===== config.mk =====
export PLATFORM = sky130hd
export DESIGN_NAME = qam16_symbol_slicer
export DESIGN_NICKNAME = d
export VERILOG_FILES = /design/src/rtl/qam16_symbol_slicer.sv
export SDC_FILE = /design/constraint.sdc
export NUM_CORES = 1
export LEC_CHECK = 0
export CORE_UTILIZATION = 50
export DETAILED_ROUTE_END_ITERATION = 16
export HOLD_SLACK_MARGIN = 0.15
export PLACE_DENSITY_LB_ADDON = 0.1
export REMOVE_ABC_BUFFERS = 1
export SLEW_MARGIN = 15
export SYNTH_ARGS = -nofsm -noshare
export SYNTH_HDL_FRONTEND = slang
export SYNTH_SLANG_ARGS = --single-unit
export TNS_END_PERCENT = 5

===== constraint.sdc =====
create_clock -name CLK -period 4.5 [get_ports CLK]
set_clock_uncertainty 0.1 [all_clocks]
set_input_delay 0.9 -clock CLK [delete_from_list [all_inputs] [get_ports CLK]]
set_output_delay 0.9 -clock CLK [all_outputs]
set_load 0.03 [all_outputs]

===== src/rtl/qam16_symbol_slicer.sv =====
// qam16_symbol_slicer
//   Baseband QAM16 receive slicer feeding the 4-bit-to-32-bit symbol collector.
//   An energetic sample starts a frame search. OSR accepted samples are then
//   integrated per symbol and dumped. PREAMBLE_LEN dumps with both rails
//   positive qualify a frame. The next FRAME_WORDS*8 dumps are sliced to
//   Gray-coded I/Q bit pairs.
//
//   Build option: define QAM16_AGC_EN to derive the decision threshold from
//   the preamble energy. Without it, the threshold is the THRESH constant.
//
// Ports
//   CLK            clock
//   RST            asynchronous reset, active low
//   valid_i        sample strobe; i_i/q_i are used only when high
//   i_i, q_i       signed I/Q samples, IQ_W bits
//   valid_o        one-cycle strobe, data_o carries a new symbol
//   data_o         {Q bits[3:2], I bits[1:0]}, Gray coded, held between strobes
//   frame_start_o  one-cycle pulse when the preamble is accepted
//   busy_o         high while a frame search or frame is in progress
//
// state  | meaning
// S_IDLE | waiting for a sample with enough energy
// S_PRE  | integrating preamble symbols, all must land in the (+,+) quadrant
// S_DATA | slicing data symbols until the frame is complete

module qam16_symbol_slicer #(
   parameter int IQ_W         = 12,
   parameter int OSR          = 8,
   parameter int THRESH       = 1600,
   parameter int ENERGY_MIN   = 200,
   parameter int PREAMBLE_LEN = 4,
   parameter int FRAME_WORDS  = 4
) (
   input  logic                   CLK,
   input  logic                   RST,
   input  logic                   valid_i,
   input  logic signed [IQ_W-1:0] i_i,
   input  logic signed [IQ_W-1:0] q_i,
   output logic                   valid_o,
   output logic [3:0]             data_o,
   output logic                   frame_start_o,
   output logic                   busy_o
);

   localparam int ACC_W = IQ_W + $clog2(OSR);
   localparam int PH_W  = $clog2(OSR);
   localparam int NSYM  = FRAME_WORDS * 8;
   localparam int SC_W  = $clog2(NSYM);
   localparam int PC_W  = (PREAMBLE_LEN > 1) ? $clog2(PREAMBLE_LEN) : 1;
   localparam int E_W   = IQ_W + 2;

   localparam logic [PH_W-1:0] PH_LAST  = PH_W'(OSR - 1);
   localparam logic [SC_W-1:0] SYM_LAST = SC_W'(NSYM - 1);
   localparam logic [PC_W-1:0] PRE_LAST = PC_W'(PREAMBLE_LEN - 1);
   localparam logic [E_W-1:0]  E_MIN    = E_W'(ENERGY_MIN);

   typedef enum logic [1:0] {S_IDLE, S_PRE, S_DATA} state_t;

   state_t                  state, state_nxt;
   logic [PH_W-1:0]         phase;
   logic [PC_W-1:0]         pre_cnt;
   logic [SC_W-1:0]         sym_cnt;
   logic signed [ACC_W-1:0] acc_i, acc_q;
   logic signed [ACC_W-1:0] ext_i, ext_q;
   logic signed [ACC_W-1:0] sum_i, sum_q;
   logic signed [ACC_W-1:0] thresh;

   logic signed [IQ_W:0]    i_x, q_x;
   logic [IQ_W:0]           abs_i, abs_q;
   logic [E_W-1:0]          energy;

   logic                    accept, trigger, dump;
   logic                    pre_bad, emit, fs_pulse;

   // One extra bit so that the most negative sample has a representable magnitude.
   assign i_x    = {i_i[IQ_W-1], i_i};
   assign q_x    = {q_i[IQ_W-1], q_i};
   assign abs_i  = i_x[IQ_W] ? $unsigned(-i_x) : $unsigned(i_x);
   assign abs_q  = q_x[IQ_W] ? $unsigned(-q_x) : $unsigned(q_x);
   assign energy = {1'b0, abs_i} + {1'b0, abs_q};

   assign ext_i = {{(ACC_W-IQ_W){i_i[IQ_W-1]}}, i_i};
   assign ext_q = {{(ACC_W-IQ_W){q_i[IQ_W-1]}}, q_i};

   // The phase-0 sample restarts the integral. The dump value therefore
   // includes the current (OSR-th) sample, and the next symbol's first
   // sample can arrive on the cycle right after a dump.
   assign sum_i = (phase == '0) ? ext_i : acc_i + ext_i;
   assign sum_q = (phase == '0) ? ext_q : acc_q + ext_q;

   assign trigger = valid_i && (state == S_IDLE) && (energy >= E_MIN);
   assign accept  = trigger || (valid_i && (state != S_IDLE));
   assign dump    = valid_i && (state != S_IDLE) && (phase == PH_LAST);
   assign pre_bad = sum_i[ACC_W-1] || (sum_i == '0) || sum_q[ACC_W-1] || (sum_q == '0);

   assign busy_o = (state != S_IDLE);

   function automatic logic [1:0] slice(input logic signed [ACC_W-1:0] a,
                                        input logic signed [ACC_W-1:0] t);
      logic [1:0] b;
      if (a < -t)
         b = 2'b00;
      else if (a[ACC_W-1])
         b = 2'b01;
      else if (a < t)
         b = 2'b11;
      else
         b = 2'b10;
      return b;
   endfunction

   always_ff @(posedge CLK or negedge RST) begin
      if (!RST)
         state <= S_IDLE;
      else
         state <= state_nxt;
   end

   always_comb begin
      state_nxt = state;
      emit      = 1'b0;
      fs_pulse  = 1'b0;
      case (state)
         S_IDLE: begin
            if (trigger)
               state_nxt = S_PRE;
         end
         S_PRE: begin
            if (dump) begin
               if (pre_bad) begin
                  state_nxt = S_IDLE;
               end else if (pre_cnt == PRE_LAST) begin
                  state_nxt = S_DATA;
                  fs_pulse  = 1'b1;
               end
            end
         end
         S_DATA: begin
            if (dump) begin
               emit = 1'b1;
               if (sym_cnt == SYM_LAST)
                  state_nxt = S_IDLE;
            end
         end
         default: state_nxt = S_IDLE;
      endcase
   end

   always_ff @(posedge CLK or negedge RST) begin
      if (!RST) begin
         phase         <= '0;
         pre_cnt       <= '0;
         sym_cnt       <= '0;
         acc_i         <= '0;
         acc_q         <= '0;
         valid_o       <= 1'b0;
         data_o        <= 4'b0000;
         frame_start_o <= 1'b0;
      end else begin
         valid_o       <= emit;
         frame_start_o <= fs_pulse;
         if (emit)
            data_o <= {slice(sum_q, thresh), slice(sum_i, thresh)};
         if (accept) begin
            acc_i <= sum_i;
            acc_q <= sum_q;
            phase <= (phase == PH_LAST) ? '0 : phase + 1'b1;
         end
         if (state != S_PRE)
            pre_cnt <= '0;
         else if (dump)
            pre_cnt <= pre_cnt + 1'b1;
         if (state != S_DATA)
            sym_cnt <= '0;
         else if (dump)
            sym_cnt <= sym_cnt + 1'b1;
      end
   end

`ifdef QAM16_AGC_EN
   localparam int SUM_W  = ACC_W + 1 + $clog2(PREAMBLE_LEN);
   localparam int AVG_SH = $clog2(PREAMBLE_LEN) + 1;

   logic signed [SUM_W-1:0] pre_sum, pre_sum_nxt, avg;
   logic signed [ACC_W-1:0] t_calc;

   // avg is the mean per-rail preamble level. The threshold is about 0.656*avg,
   // which sits near 2/3 of the +3 level, between the inner and outer points.
   assign pre_sum_nxt = pre_sum + SUM_W'(sum_i) + SUM_W'(sum_q);
   assign avg         = pre_sum_nxt >>> AVG_SH;
   assign t_calc      = ACC_W'((avg >>> 1) + (avg >>> 3) + (avg >>> 5));

   always_ff @(posedge CLK or negedge RST) begin
      if (!RST) begin
         pre_sum <= '0;
         thresh  <= '0;
      end else begin
         if (state != S_PRE)
            pre_sum <= '0;
         else if (dump)
            pre_sum <= pre_sum_nxt;
         if (fs_pulse)
            thresh <= t_calc;
      end
   end
`else
   assign thresh = ACC_W'(THRESH);
`endif

endmodule

Word level (Yosys, flattened, before mapping). Index checks and enable logic that the tools add are counted.

Register bits after elaboration: 48. Input port bits: 27. Output and inout bits: 7. Logic and storage cells: 78.

Add/sub/neg operators: 8. $lt $le $gt $ge: 5. Eq/ne operators: 12. Multiplexer cells: 28. Reduce and logical (&&, ||, !) cells: 16.

Operators with widths (number): $lt A15 B12 Y1 const B (4); $add A15 B12 Y15 (2); $logic_not A15 Y1 (2); $mux W15 (2); $mux W13 (2); $neg A12 Y13 (2); $mux W2 (12); $add A13 B13 Y14 (1); $ge A14 B8 Y1 const B (1); $mux W5 (2); $ne A2 B2 Y1 const B (5); $mux W1 (8); $pmux W2 S3 (1); $reduce_bool A2 Y1 (3); $add A5 B1 Y5 const B (1); $eq A5 B5 Y1 const B (1); $reduce_and A5 Y1 (1); $eq A2 B2 Y1 const B (2); $logic_and A1 B1 Y1 (4); $logic_or A1 B1 Y1 (4); $add A3 B1 Y3 const B (1); $eq A3 B3 Y1 const B (1); $logic_not A3 Y1 (1); $mux W3 (1); 5 further kinds (5).

Logic depth before layout (Yosys ltp).
Depth in word-level cells: 9. Depth in mapped cells: 17. Gate-level depth less buffers: 15.

Worst setup path after synthesis. No wires, ideal clock.

Path kind: input to register. Start point: input port i_i[1]. End point: register acc_i[0]. Library setup time: 0.125 ns. Arrival time: 4.147 ns. Required time: 4.275 ns. Setup slack: 0.128 ns. Cell stages on the path: 17. Path buffers: 2. Cells stage by stage: inv_1 -> ha_1 -> nand2_1 -> o31ai_1 -> nand2_1 -> xor2_1 -> ha_1 -> clkbuf_1 -> a2111o_1 -> or3_1 -> o21ai_0 -> a31oi_1 -> a311oi_2 -> and4b_1 -> a21boi_4 -> buf_6 -> mux2_4.

Word-level cells in the longest chain between the ends: 6.

Ends and longest elaborated chain: start, declared (line 37) `input logic signed [IQ_W-1:0] i_i,`; $neg A12 Y13 (line 78) `assign abs_i = i_x[IQ_W] ? $unsigned(-i_x) : $unsigned(i_x);`; $mux W13 (*) (line 78); $add A13 B13 Y14 (*) (line 80) `assign energy = {1'b0, abs_i} + {1'b0, abs_q};`; $ge A14 B8 Y1 (*) (line 91) `assign trigger = valid_i && (state == S_IDLE) && (energy >= E_MIN);`; $logic_and A1 B1 Y1 (*) (line 91); $logic_or A1 B1 Y1 (*) (line 92) `assign accept = trigger || (valid_i && (state != S_IDLE));`; end signal, assigned (line 165) `acc_i <= sum_i;`; end, declared (line 63) `logic signed [ACC_W-1:0] acc_i, acc_q;`.

Every way passes the cells marked *; elsewhere a longest branch is shown, timed or not. A chain may end at the register's enable or synchronous reset.

Final worst setup path.
Start point: input port q_i[1]. End point: register acc_q[2].

Word-level cells in the longest chain between the ends: 6. Elaborated cells on any way between the ends: 8. Those cells by class: 3 x add/sub; 1 x order compare; 2 x mux; 2 x reduce/logical.

Ends and longest elaborated chain: start, declared (line 38) `input logic signed [IQ_W-1:0] q_i,`; $neg A12 Y13 (line 79) `assign abs_q = q_x[IQ_W] ? $unsigned(-q_x) : $unsigned(q_x);`; $mux W13 (line 79); $add A13 B13 Y14 (line 80); $ge A14 B8 Y1 (line 91); $logic_and A1 B1 Y1 (line 91); $logic_or A1 B1 Y1 (line 92); end signal, assigned (line 166) `acc_q <= sum_q;`; end, declared (line 63).

Several ways; a longest one is shown, not always the timed one.

==> PnR_summary.wiki <==
{| class="wikitable"
! Metric !! Value
|-
| Outcome || finished, final reports clean
|-
| Average wire per cell in the routed design || 17.45 um
|-
| Placer Congestion || 0.9167
|-
| Switching power as a share of total power || 45.33%
|-
| Via Count || 5205
|-
| Vias in the first global route || 5243
|-
| Total of fill cells in the finished design || 876
|-
| Vertical extent of the die || 104.3 um
|-
| Largest family of logic cells by synthesized area || compound AO/OA/AOI/OAI gates
|-
| Number of iterations in the first detailed-routing pass || 5
|-
| Min-delay worst type || input port to asynchronous set/reset pin
|-
| Critical path endpoint category || flip-flop
|-
| Maximum net fanout on the critical path || 18
|-
| Asr flop ratio synth || 100.0%
|-
| Setup TNS Final || 0 ns
|-
| Final setup fails || 0
|-
| Number of clock sinks || 48
|-
| Area fraction in compound gates after synthesis || 24.06%
|-
| Global-route wire length before repair || 24960 um
|-
| LEAKAGE || 3.122 nW
|-
| All-Layer GR Usage || 28.26%
|-
| Fmax achieved || 228.7 MHz
|-
| Gate Count Post-Synth || 622
|-
| Setup crit start kind || input port
|-
| Power Total || 4.191 mW
|-
| Number of max-capacitance violations reported || 0
|-
| Largest net degree at the start of global routing || 37
|-
| Number of standard-cell rows in the floorplan || 36
|-
| Number of DRC violations after detailed routing || 0
|-
| RSZ-0062 raised after global routing || yes
|-
| Total CTS buffers || 5
|-
| Setup CP Type || input port to flip-flop
|-
| Number of vias per cell || 5.935
|-
| Final setup margin || 0.1268 ns
|-
| Final number of max-transition violations || 0
|-
| Detailed Route Iter0 Violations || 288
|-
| Relative contribution of the clock network to total power || 9.4%
|-
| Reg2Reg Setup Slack || 1.05 ns
|-
| Clock insertion delay at the later pin of the skew report || 0.32 ns
|-
| Detailed Route WL || 15300 um
|-
| Deepest clock path buffer count || 2
|-
| Final critical path time including I/O delays and setup || 4.373 ns
|-
| End-of-flow core utilization || 66.52%
|-
| Die Area || 10890 um2
|-
| Launching point of the worst reg2reg path || acc_q[0]
|-
| # IOs || 34
|-
| Total number of yosys warnings || 0
|-
| Clock transition at the registers of the reported paths || 0.11 ns
|-
| Highest ir drop seen on vdd || 354.4 uV
|-
| Pre-CTS setup slack || -0.3646 ns
|-
| Internal Pwr Total || 2.291 mW
|-
| Post-synthesis adder-cell area fraction || 13.33%
|-
| Ant. Diodes || 0
|-
| TritonCTS clock tree || built
|-
| Fraction of layout cells with a size suffix above 1 || 21.24%
|-
| Core area || 9955 um2
|-
| Number of nets with antenna violations after routing || 0
|-
| Total overflow reported by the global router || 0
|-
| Signal arrival time at the worst endpoint || 4.47 ns
|-
| Path depth of the worst reg2reg path || 12
|-
| Number of distinct library cells after synthesis || 62
|-
| Syn Area/Cell || 8.420 um2
|-
| Mapped Area || 5238 um2
|-
| Capture instance of the worst register-to-register path || data_o[2]
|-
| Portion of the post-synthesis area used by sequential elements || 22.93%
|-
| Actual transition at the worst max-transition pin || 0.7749 ns
|-
| Total power per unit cell area || 633.0 nW/um2
|-
| Psw || 1.900 mW
|-
| Main synth FF type || dfrtp_1
|-
| Number of enable-type register cells in the synthesized netlist || 0
|-
| Layout overhead on the synthesized area || 26.42%
|-
| Starting density of the core || 52.61%
|-
| Max_slew headroom || 48.11%
|-
| Flop pwr share || 17.4%
|-
| Number of register bits inferred by synthesis || 48
|-
| Cts hold-fix bufs || 0
|-
| Number of antenna violations at the first check in global routing || 0
|-
| Simple-gate share of the synthesized area || 19.37%
|-
| Port Buf Inserts || 33
|-
| Width of the chip || 104.3 um
|-
| Critical path data required time || 4.60 ns
|-
| Part of the power in combinational logic || 73.3%
|-
| Worst hold slack || 0.4158 ns
|-
| Synthesized-area fraction occupied by xor and xnor cells || 6.522%
|-
| Final hold violation count || 0
|-
| Area taken by flip-flops and latches || 1201 um2
|-
| Detailed placer's ending HPWL || 12110 um
|-
| Multi-input combinational cell area || 3921 um2
|-
| Part of the cycle the worst path needs || 97.18%
|-
| Library cell used as clock root buffer || clkbuf_8
|-
| H-tree Lvls || 2
|-
| Count of nets after finishing || 824
|-
| Proportion of synthesized area in mux cells || 9.986%
|}
==> logic make-up after synthesis <==
kind of cell | after synthesis
xor+xnor | 39
other cells | 1
buf+inv | 46
flops | 48
simple gates | 210
fa+ha+maj | 54
mux | 41
compound gates | 183
==> final cells by class <==
class	count	share of cell area [%]
clock buffer	5	1.039
sequential	48	18.14
clock inverter	3	1.039
inverter	26	1.474
multi-input combinational	529	59.22
timing repair buffer	133	16.57
tap	133	2.513
==> per-layer routing <==
metal | vias up | global-route usage [%] | wire [um]
met3 | 35 | 2.632 | 565
met4 | 0 | 11.12 | 503
li1 | 2556 | - | -
met2 | 132 | 48.34 | 7369
met5 | - | 0 | 0
met1 | 2482 | 36.56 | 6862
==> synthesized netlist by cell type, types with 14 or more instances <==
master    count  area [um2]
nor2_1       56       210.2
nand2_1      52       195.2
ha_1         51       638.1
dfrtp_1      48        1201
a21oi_1      42       210.2
o21ai_0      30       150.1
inv_1        26       97.59
xnor2_1      25       219.0
nor3_1       22       110.1
mux2_4       21       315.3
a21o_1       20       150.1
nand3_1      17       85.08
clkbuf_1     16       60.06
mux2i_1      14       140.1
xor2_1       14       122.6
==> worst max path at each step <==
stage / start / end
3_3_place_gp: i_i[0] / acc_i[12]
6_report: q_i[1] / acc_q[2]
4_1_cts: i_i[1] / acc_i[1]
3_5_place_dp: i_i[1] / acc_i[1]
5_1_grt: q_i[2] / acc_i[1]
2_1_floorplan: i_i[1] / acc_q[2]
==> registers in the layout (all words and copies together) (netlist names) <==
register,flops
sym_cnt,5
valid_o,1
frame_start_o,1
acc_q,15
acc_i,15
pre_cnt,2
data_o,4
state,2
phase,3
==> placed cells by master, fill, tap and decap left out, types with 17 or more instances in the layout <==
cell type / synthesis / final
buf_4: 0 / 98
nand2_1: 52 / 52
nor3_1: 22 / 21
nand3_1: 17 / 17
mux2_4: 21 / 21
xnor2_1: 25 / 25
clkdlybuf4s50_1: 0 / 30
a21o_1: 20 / 20
dfrtp_1: 48 / 48
ha_1: 51 / 50
a21oi_1: 42 / 42
o21ai_0: 30 / 28
nor2_1: 56 / 56
inv_1: 26 / 26
==> worst max-delay path, cell delays in order <==
cell and delay [ns]:
clkdlybuf4s50_1 0.43, buf_4 0.17, o31ai_1 0.28, xnor2_1 0.17
ha_1 0.31, a21o_1 0.24, a21oi_4 0.19, buf_4 0.14
a21o_1 0.14, o2111ai_1 0.10, or3_1 0.37, and4b_2 0.26
a21boi_4 0.18, buf_12 0.22, mux2_2 0.36
==> timing repair <==
action	CTS	global route
pin swaps	1	1
setup buffers	0	0
cloned	0	0
gates resized for setup	1	20
setup endpoints to repair	15	36
==> stage by stage <==
step,cells,area (um2)
after floorplan,603,5144
after global placement,869,6401
after detailed placement,869,6401
after CTS,877,6543
after global routing,877,6621
final,877,6621
==> power groups by stage <==
stage | Sequential (mW) | Combinational [mW] | Clock [mW]
after floorplan | 0.690 | 2.06 | 0
after global placement | 0.721 | 2.91 | 0
after detailed placement | 0.728 | 2.99 | 0
after CTS | 0.724 | 3.01 | 0.401
after global routing | 0.745 | 3.37 | 0.413
final | 0.727 | 3.07 | 0.394
Note: power is estimated with default switching activity, not from simulation.
